**config.mk**
```make
export PLATFORM = sky130hd
export DESIGN_NAME = alu_datapath
export DESIGN_NICKNAME = d
export VERILOG_FILES = /design/src/rtl/alu_pkg.sv /design/src/rtl/alu_core.sv /design/src/rtl/alu_datapath.sv
export SDC_FILE = /design/constraint.sdc
export NUM_CORES = 1
export LEC_CHECK = 0
export BUFFER_PORTS_ARGS = -buffer_cell sky130_fd_sc_hd__buf_2
export CAP_MARGIN = 20
export CORE_ASPECT_RATIO = 0.75
export CORE_MARGIN = 5
export CORE_UTILIZATION = 40
export CTS_CLUSTER_SIZE = 28
export DETAILED_ROUTE_END_ITERATION = 16
export SYNTH_ARGS = -nofsm -noshare
export SYNTH_HDL_FRONTEND = slang
export SYNTH_SLANG_ARGS = --single-unit
export TNS_END_PERCENT = 30
```
**constraint.sdc**
```tcl
create_clock -name clk -period 2.6 [get_ports clk]
set_clock_uncertainty 0.05 [all_clocks]
set_input_delay 0.78 -clock clk [delete_from_list [all_inputs] [get_ports clk]]
set_output_delay 0.78 -clock clk [all_outputs]
set_load 0.01 [all_outputs]
```
**src/rtl/alu_pkg.sv**
```systemverilog
// Shared constants for the ALU datapath and its sequencing controller.
// Used by alu_core and alu_datapath (optional flags build: ALU_FLAGS_EN).
package alu_pkg;
    localparam logic OP_ADD = 1'b0;
    localparam logic OP_SUB = 1'b1;

    // Control-vector bit positions, shared with the controller
    localparam int LD1  = 4;
    localparam int LD2  = 3;
    localparam int SEL1 = 2;
    localparam int OP   = 1;
    localparam int EN   = 0;

    localparam int FLAG_N = 3;
    localparam int FLAG_V = 2;
    localparam int FLAG_C = 1;
    localparam int FLAG_Z = 0;

    localparam logic [0:0] ST_EMPTY = 1'b0;
    localparam logic [0:0] ST_FULL  = 1'b1;
endpackage

```
**src/rtl/alu_core.sv**
```systemverilog
// Combinational add/subtract unit with {N,V,C,Z} status.
// Flag logic is only built when ALU_FLAGS_EN is defined; otherwise flags_o is 0.
module alu_core
    import alu_pkg::*;
#(
    parameter int WIDTH = 8
) (
    input  logic [WIDTH-1:0] a_i,
    input  logic [WIDTH-1:0] b_i,
    input  logic             op_i,
    output logic [WIDTH-1:0] result_o,
    output logic [3:0]       flags_o
);

`ifdef ALU_FLAGS_EN
    logic [WIDTH-1:0] b_eff;
    logic [WIDTH:0]   sum_ext;

    // Subtract is A + ~B + 1, so C=1 means no borrow
    always_comb begin
        b_eff    = (op_i == OP_SUB) ? ~b_i : b_i;
        sum_ext  = {1'b0, a_i} + {1'b0, b_eff} + {{WIDTH{1'b0}}, (op_i == OP_SUB)};
        result_o = sum_ext[WIDTH-1:0];
        flags_o  = 4'b0000;
        flags_o[FLAG_N] = result_o[WIDTH-1];
        flags_o[FLAG_V] = (a_i[WIDTH-1] == b_eff[WIDTH-1]) && (result_o[WIDTH-1] != a_i[WIDTH-1]);
        flags_o[FLAG_C] = sum_ext[WIDTH];
        flags_o[FLAG_Z] = (result_o == '0);
    end
`else
    assign result_o = (op_i == OP_SUB) ? (a_i - b_i) : (a_i + b_i);
    assign flags_o  = 4'b0000;
`endif

endmodule

```
**src/rtl/alu_datapath.sv**
```systemverilog
// Operand registers, A-mux and one-deep valid/ready output register around alu_core.
// Define ALU_FLAGS_EN to build the registered {N,V,C,Z} flags; otherwise flags is 0.
module alu_datapath
    import alu_pkg::*;
#(
    parameter int WIDTH = 8,
    parameter int CNT_W = 8
) (
    input  logic             clk,
    input  logic             rst_n,
    input  logic [WIDTH-1:0] data_in,
    input  logic             ld_1,
    input  logic             ld_2,
    input  logic             sel_1,
    input  logic             op,
    input  logic             en,
    output logic [WIDTH-1:0] res_data,
    output logic             res_valid,
    input  logic             res_ready,
    output logic [3:0]       flags,
    output logic             ovf_err,
    output logic [CNT_W-1:0] op_count
);

    // Handshake: a transfer happens on a rising edge where res_valid & res_ready;
    // res_data/flags are held while res_valid & !res_ready. res_valid is state_q.
    logic [WIDTH-1:0] a_q, a_d, b_q, b_d, res_q, res_d;
    logic [WIDTH-1:0] alu_res, a_mux;
    logic [3:0]       alu_flags;
    logic [0:0]       state_q, state_d;
    logic             ovf_q, ovf_d;
    logic [CNT_W-1:0] cnt_q, cnt_d;
    logic             load_res, xfer;

    alu_core #(.WIDTH(WIDTH)) u_core (
        .a_i      (a_q),
        .b_i      (b_q),
        .op_i     (op),
        .result_o (alu_res),
        .flags_o  (alu_flags)
    );

    assign a_mux = sel_1 ? data_in : alu_res;

    always_comb begin
        xfer     = (state_q == ST_FULL) && res_ready;
        load_res = en && ((state_q == ST_EMPTY) || res_ready);
        a_d      = ld_1 ? a_mux : a_q;
        b_d      = ld_2 ? data_in : b_q;
        res_d    = load_res ? alu_res : res_q;
        state_d  = state_q;
        if (load_res) begin
            state_d = ST_FULL;
        end else if (xfer) begin
            state_d = ST_EMPTY;
        end
        // A result arriving while the register is full and stalled is lost
        ovf_d = ovf_q | (en && (state_q == ST_FULL) && !res_ready);
        cnt_d = xfer ? cnt_q + CNT_W'(1) : cnt_q;
    end

    always_ff @(posedge clk) begin
        if (!rst_n) begin
            a_q     <= '0;
            b_q     <= '0;
            res_q   <= '0;
            state_q <= ST_EMPTY;
            ovf_q   <= 1'b0;
            cnt_q   <= '0;
        end else begin
            a_q     <= a_d;
            b_q     <= b_d;
            res_q   <= res_d;
            state_q <= state_d;
            ovf_q   <= ovf_d;
            cnt_q   <= cnt_d;
        end
    end

`ifdef ALU_FLAGS_EN
    logic [3:0] flags_q, flags_d;

    assign flags_d = load_res ? alu_flags : flags_q;

    always_ff @(posedge clk) begin
        if (!rst_n) begin
            flags_q <= 4'b0000;
        end else begin
            flags_q <= flags_d;
        end
    end

    assign flags = flags_q;
`else
    assign flags = alu_flags;
`endif

    assign res_data  = res_q;
    assign res_valid = (state_q == ST_FULL);
    assign ovf_err   = ovf_q;
    assign op_count  = cnt_q;

endmodule

```
After elaboration in Yosys (flattened, before gate mapping) --
Index checks and enable logic that the tools add are counted. Widths: inputs -> output; s select.
Cells by class: $add $sub $neg 3, bitwise gates (word level) 2, reduce and logical (&&, ||, !) cells 7, muxes and demuxes 4
Operator list (number):
- $mux 8 | 2
- $add 8x1->8 const B | 1
- $add 8x8->8 | 1
- $sub 8x8->8 | 1
- $logic_and 1x1->1 | 4
- $mux 1 | 2
- $reduce_bool 2->1 | 1
- $logic_not 1->1 | 1
- $logic_or 1x1->1 | 1
- $not 1->1 | 1
- $or 1x1->1 | 1
Storage, ports and cells: input port bits 16, flip-flop bits (word level) 34, output and inout bits 22, word-level logic and storage cells 22

Longest topological paths before layout --
depth after elaboration 4, depth in mapped cells 10, gate-level depth less buffers 10

Cells and area by module --
A second synthesis with hierarchy kept.
Second synthesis, totals: cells, all modules 212, area, all modules 1844.3 µm²
By module, submodules not included:
- alu_datapath | cells each 146, area each 1343.8 µm², sequential area each 680.7 µm², times used 1
- alu_core | cells each 66, area each 500.5 µm², sequential area each 0.0 µm², times used 1

Worst setup path after synthesis --
OpenSTA, ideal clock, no wires.
kind input-to-reg, from input port op, to register a_q[5], path buffers 1, setup slack -0.069 ns, data required time 2.462 ns, setup time 0.088 ns, stages on the path 9, data arrival time 2.531 ns, cell sequence clkbuf_1 -> nor2_1 -> xnor2_1 -> ha_1 -> a21oi_2 -> a21oi_2 -> nor2b_1 -> mux2_4 -> a311oi_2
On the way: word-level cells in the longest chain between the ends 2
RTL lines:
- start, declared | RTL line alu_datapath.sv:15 | input logic op,
- $mux 8 | RTL line alu_core.sv:31 | assign result_o = (op_i == OP_SUB) ? (a_i - b_i) : (a_i + b_i);
- $mux 8 | RTL line alu_datapath.sv:43 | assign a_mux = sel_1 ? data_in : alu_res;
- end signal, assigned | RTL line alu_datapath.sv:64 | a_q <= '0;
- end signal, assigned | RTL line alu_datapath.sv:71 | a_q <= a_d;
- end, declared | RTL line alu_datapath.sv:27 | logic [WIDTH-1:0] a_q, a_d, b_q, b_d, res_q, res_d;
No other way between the ends. A chain may end at the register's enable or synchronous reset.

Worst setup path after layout --
from register b_q[0], to register a_q[7]
On the way: word-level cells in the longest chain between the ends 3, elaborated cells on any way between the ends 4
RTL lines:
- start, declared | RTL line alu_datapath.sv:27
- start signal, assigned | RTL line alu_datapath.sv:65 | b_q <= '0;
- start signal, assigned | RTL line alu_datapath.sv:72 | b_q <= b_d;
- $add 8x8->8 / $sub 8x8->8 (equally long branches) | RTL line alu_core.sv:31
- $mux 8 * | RTL line alu_core.sv:31
- $mux 8 * | RTL line alu_datapath.sv:43
Mark *: on every way between the ends. The rest lies on a longest branch, timed or not.

==> flow_summary_export.csv <==
group,metric,value,unit
job,maxCapViolations,0,
floorplan,fp.dieH,70.3,microns
logic_synthesis,proportion_of_synthesized_chip_area_in_sequential_cells,35.1,%
floorplan,placement_rows,22,
detailed_routing,routed_wl,4030,microns
cells_and_area,areaGrowthSynthToFinish,19.4,%
detailed_routing,ant_nets,0,
logic_synthesis,post_synth_fa_ha_maj_area_fraction,6.84,%
cells_and_area,final_cell_area,2310,sq um
detailed_routing,dr.first_iter.drc_count,49,
floorplan,core_area,4790,sq um
setup_path,critPathCaptureType,"register",
logic_synthesis,synth_compound_gate_area_share,15.9,%
detailed_routing,vias_per_cell,4.80,
timing,slew_viol_final,0,
logic_synthesis,number_of_enable_type_register_cells_in_the_synthesized_netlist,0,
timing,grt_setup_unrepaired,"false",
setup_path,cpPeakStageDelay,390,ps
logic_synthesis,synth-async-reset-ratio,0,%
logic_synthesis,synth_area_per_cell,8.81,sq um
worst_hold_path,hold_class,"reg -> reg",
cells_and_area,final_cell_count_no_fill,321,
cells_and_area,fill_cells,490,
cts,cts.clk_slew.worst_paths,70,ps
floorplan,pin_count,38,
cts,clock_tree_from_tritoncts,"yes",
cts,numCtsBuffers,5,
cts,post_cts_hold_buffer_count,0,
placed_design,place_area,2200,sq um
timing,post-route-min-period,2390,ps
floorplan,floorplan.initialDensity,40.5,%
setup_path,timing.critical_path.cells,"inv_1, ha_1, nor2_1, xnor2_1, ha_1, a21oi_2, buf_4, a211oi_1, buf_4, nor2_1, xnor2_1, a21oi_1",
timing,fmaxAchievable,0.418,GHz
placed_design,globalplace.congestion,0.801,
logic_synthesis,combinational_family_with_the_most_area_after_synthesis,"simple AND/OR/NAND/NOR gates",
pwr,total_power,1.53,mW
logic_synthesis,synth-seq-cells,34,
setup_path,cp_data_arrival_time,2570,ps
timing,finalSetupViolCount,0,
cts,cts.path.max_buffers,2,
logic_synthesis,ys_warn_count,0,
setup_path,cpLargestDelayFamily,"adder cells",
detailed_routing,post-route-drc-count,0,
global_route,antenna_found_initial,0,
cells_and_area,diodes,0,
cells_and_area,sequential_cell_area,681,sq um
logic_synthesis,synthesis.area,1940,sq um
global_route,first_global_vias,1474,
global_route,global_route.overflow_total,0,
cts,clock_sink_count,34,
setup_path,worstPathRequired,2770,ps
logic_synthesis,xor_xnor_fraction_of_synth_area,8.07,%
setup_path,slowest_stage,"sky130_fd_sc_hd__dfxtp_1",
cts,cts_root_buffer,"sky130_fd_sc_hd__clkbuf_8",
logic_synthesis,yosys-mux-area-fraction,8.26,%
setup_path,critPathKind,"reg -> reg",
pwr,irDropWorstVdd,0.336,mV
cells_and_area,final_nets,286,
detailed_routing,avgRoutedWirePerCell,12.6,microns
cells_and_area,layout-drive-gt1-share,24.5,%
detailed_routing,dr_total_vias,1542,
setup_path,cp-start-kind,"register",
placed_design,io_buffer_count,33,
placed_design,dp_cells,313,
global_route,grt_first_pass_wirelength,6840,microns
setup_path,worst-path-buf-inv,3,
logic_synthesis,yosys_cell_types,45,
timing,hold_fails_final_rpt,0,
cts,cts_htree_levels,2,
floorplan,dieArea,6350,sq um
pwr,p_leak,1.04,nW
cells_and_area,finish.utilization,48.3,%
outcome,outcome,"complete, no violations",
logic_synthesis,synth-simple-area-share,19.8,%
logic_synthesis,ys.flop_type,"sky130_fd_sc_hd__dfxtp_1",
logic_synthesis,synth_top_area_share,35.1,%
floorplan,chipWidth,90.4,microns
logic_synthesis,synth.area.top_cells,"sky130_fd_sc_hd__dfxtp_1 35%, sky130_fd_sc_hd__xnor2_1 6.8%, sky130_fd_sc_hd__mux2i_1 6.7%",
placed_design,hpwl,3220,microns
global_route,grt_start_max_net_pins,22,
pwr,power_density_relative_to_cell_area,662,nW/um^2
setup_path,largest_fanout_on_the_critical_path,4,
logic_synthesis,syn-instance-count,220,
cells_and_area,multi_input_area,1160,sq um
cts,clock_insertion_delay_worst_skew,290,ps
timing,post-route-period-util,92.0,%
detailed_routing,detail_route.first_pass.iterations,4,
global_route,gr-usage-all-layers,13.3,%
logic_synthesis,netlist.top_cell.by_area,"sky130_fd_sc_hd__dfxtp_1",
[where the power goes]
part | internal [mW] | switching [mW]
combinational | 0.228 | 0.226
sequential | 0.565 | 0.0314
clock | 0.286 | 0.196
[Yosys cell counts, drive strengths merged (2+ instances only)]
| cell type | instances |
|---|---|
| dfxtp | 34 |
| nand2 | 22 |
| xnor2 | 16 |
| nor2b | 15 |
| mux2i | 13 |
| inv | 12 |
| o21ai | 12 |
| a21oi | 11 |
| ha | 9 |
| nor2 | 9 |
| and2 | 8 |
| clkbuf | 8 |
| nand3 | 8 |
| buf | 5 |
| a21boi | 4 |
| a31oi | 4 |
| nor3 | 4 |
| o211a | 4 |
| mux2 | 2 |
| nand2b | 2 |
| nand3b | 2 |
| o211ai | 2 |
| o21a | 2 |
[repair_timing]
item | 4_1_cts | 5_1_grt
gates resized for setup | 0 | 2
setup buffers | 0 | 0
setup endpoints to repair | 0 | 2
[registers in the layout, indices dropped and copies added (netlist names)]
signal	count
ovf_err	1
op_count	8
a_q	8
res_valid	1
res_data	8
b_q	8
[metal layers]
layer / part of all wire, % / up-vias / global-route usage, % / wire, microns
met5: 0 / - / 0 / 0
met4: 0 / 0 / 3.14 / 0
met3: 5.6 / 0 / 5.17 / 224
met2: 43 / 31 / 19.7 / 1740
met1: 51 / 693 / 18.0 / 2060
li1: - / 818 / - / -
[worst reg2reg max path, cell delays in order, from the launching register on]
cell                       delay, ps
sky130_fd_sc_hd__dfxtp_1         390
sky130_fd_sc_hd__inv_1            70
sky130_fd_sc_hd__ha_1            220
sky130_fd_sc_hd__nor2_1          120
sky130_fd_sc_hd__xnor2_1          80
sky130_fd_sc_hd__ha_1            380
sky130_fd_sc_hd__a21oi_2         100
sky130_fd_sc_hd__buf_4           140
sky130_fd_sc_hd__a211oi_1        300
sky130_fd_sc_hd__buf_4           180
sky130_fd_sc_hd__nor2_1           50
sky130_fd_sc_hd__xnor2_1         130
sky130_fd_sc_hd__a21oi_1         130
[cell usage in the layout (no fill, tap or decap), types with 3 or more instances in the layout]
cell type / instances
sky130_fd_sc_hd__dfxtp_1: 34
sky130_fd_sc_hd__buf_2: 33
sky130_fd_sc_hd__inv_1: 12
sky130_fd_sc_hd__and2_1: 7
sky130_fd_sc_hd__o211a_1: 4
sky130_fd_sc_hd__nor2_1: 9
sky130_fd_sc_hd__a21boi_0: 3
sky130_fd_sc_hd__buf_4: 10
sky130_fd_sc_hd__o21ai_0: 11
sky130_fd_sc_hd__nand2_1: 21
sky130_fd_sc_hd__xnor2_1: 15
sky130_fd_sc_hd__conb_1: 4
sky130_fd_sc_hd__mux2i_1: 13
sky130_fd_sc_hd__a31oi_1: 4
sky130_fd_sc_hd__clkbuf_8: 5
sky130_fd_sc_hd__nor2b_1: 14
sky130_fd_sc_hd__ha_1: 9
sky130_fd_sc_hd__a21oi_1: 8
sky130_fd_sc_hd__nand3_1: 8
sky130_fd_sc_hd__a21oi_2: 3
[stage by stage]
stage | hold WS [ps] | TNS (ps) | setup WS (ps)
2_1_floorplan | 410 | 0 | 10.9
3_3_place_gp | 389 | -114 | -58.5
3_5_place_dp | 396 | -311 | -97.5
4_1_cts | 407 | 0 | 154
5_1_grt | 420 | 0 | 12.7
6_report | 403 | 0 | 209
[layout make-up]
type / count / share of cell area (%)
Tap cell: 60 / 3.24
Timing Repair Buffer: 43 / 10.4
Clock inverter: 2 / 1.62
Inverter: 12 / 1.95
Multi-Input combinational cell: 164 / 50.3
Sequential cell: 34 / 29.4
Clock buffer: 6 / 3.14
[worst paths after layout]
check,start,endpoint,slack [ps],cells past startpoint
max reg2reg,b_q[0],a_q[7],210,12
max,b_q[0],a_q[7],210,12
min,res_data[6],res_data[6],400,2
min reg2reg,res_data[6],res_data[6],400,2
[logic make-up after synthesis]
group | after synthesis
adders and majority gates | 10
DFF | 34
muxes | 15
other | 1
and+or+nand+nor | 73
AOI/OAI and AO/OA | 45
xor gates and xnor gates | 17
buffers and inverters | 25
No activity file was read; power rests on OpenSTA's default activity.
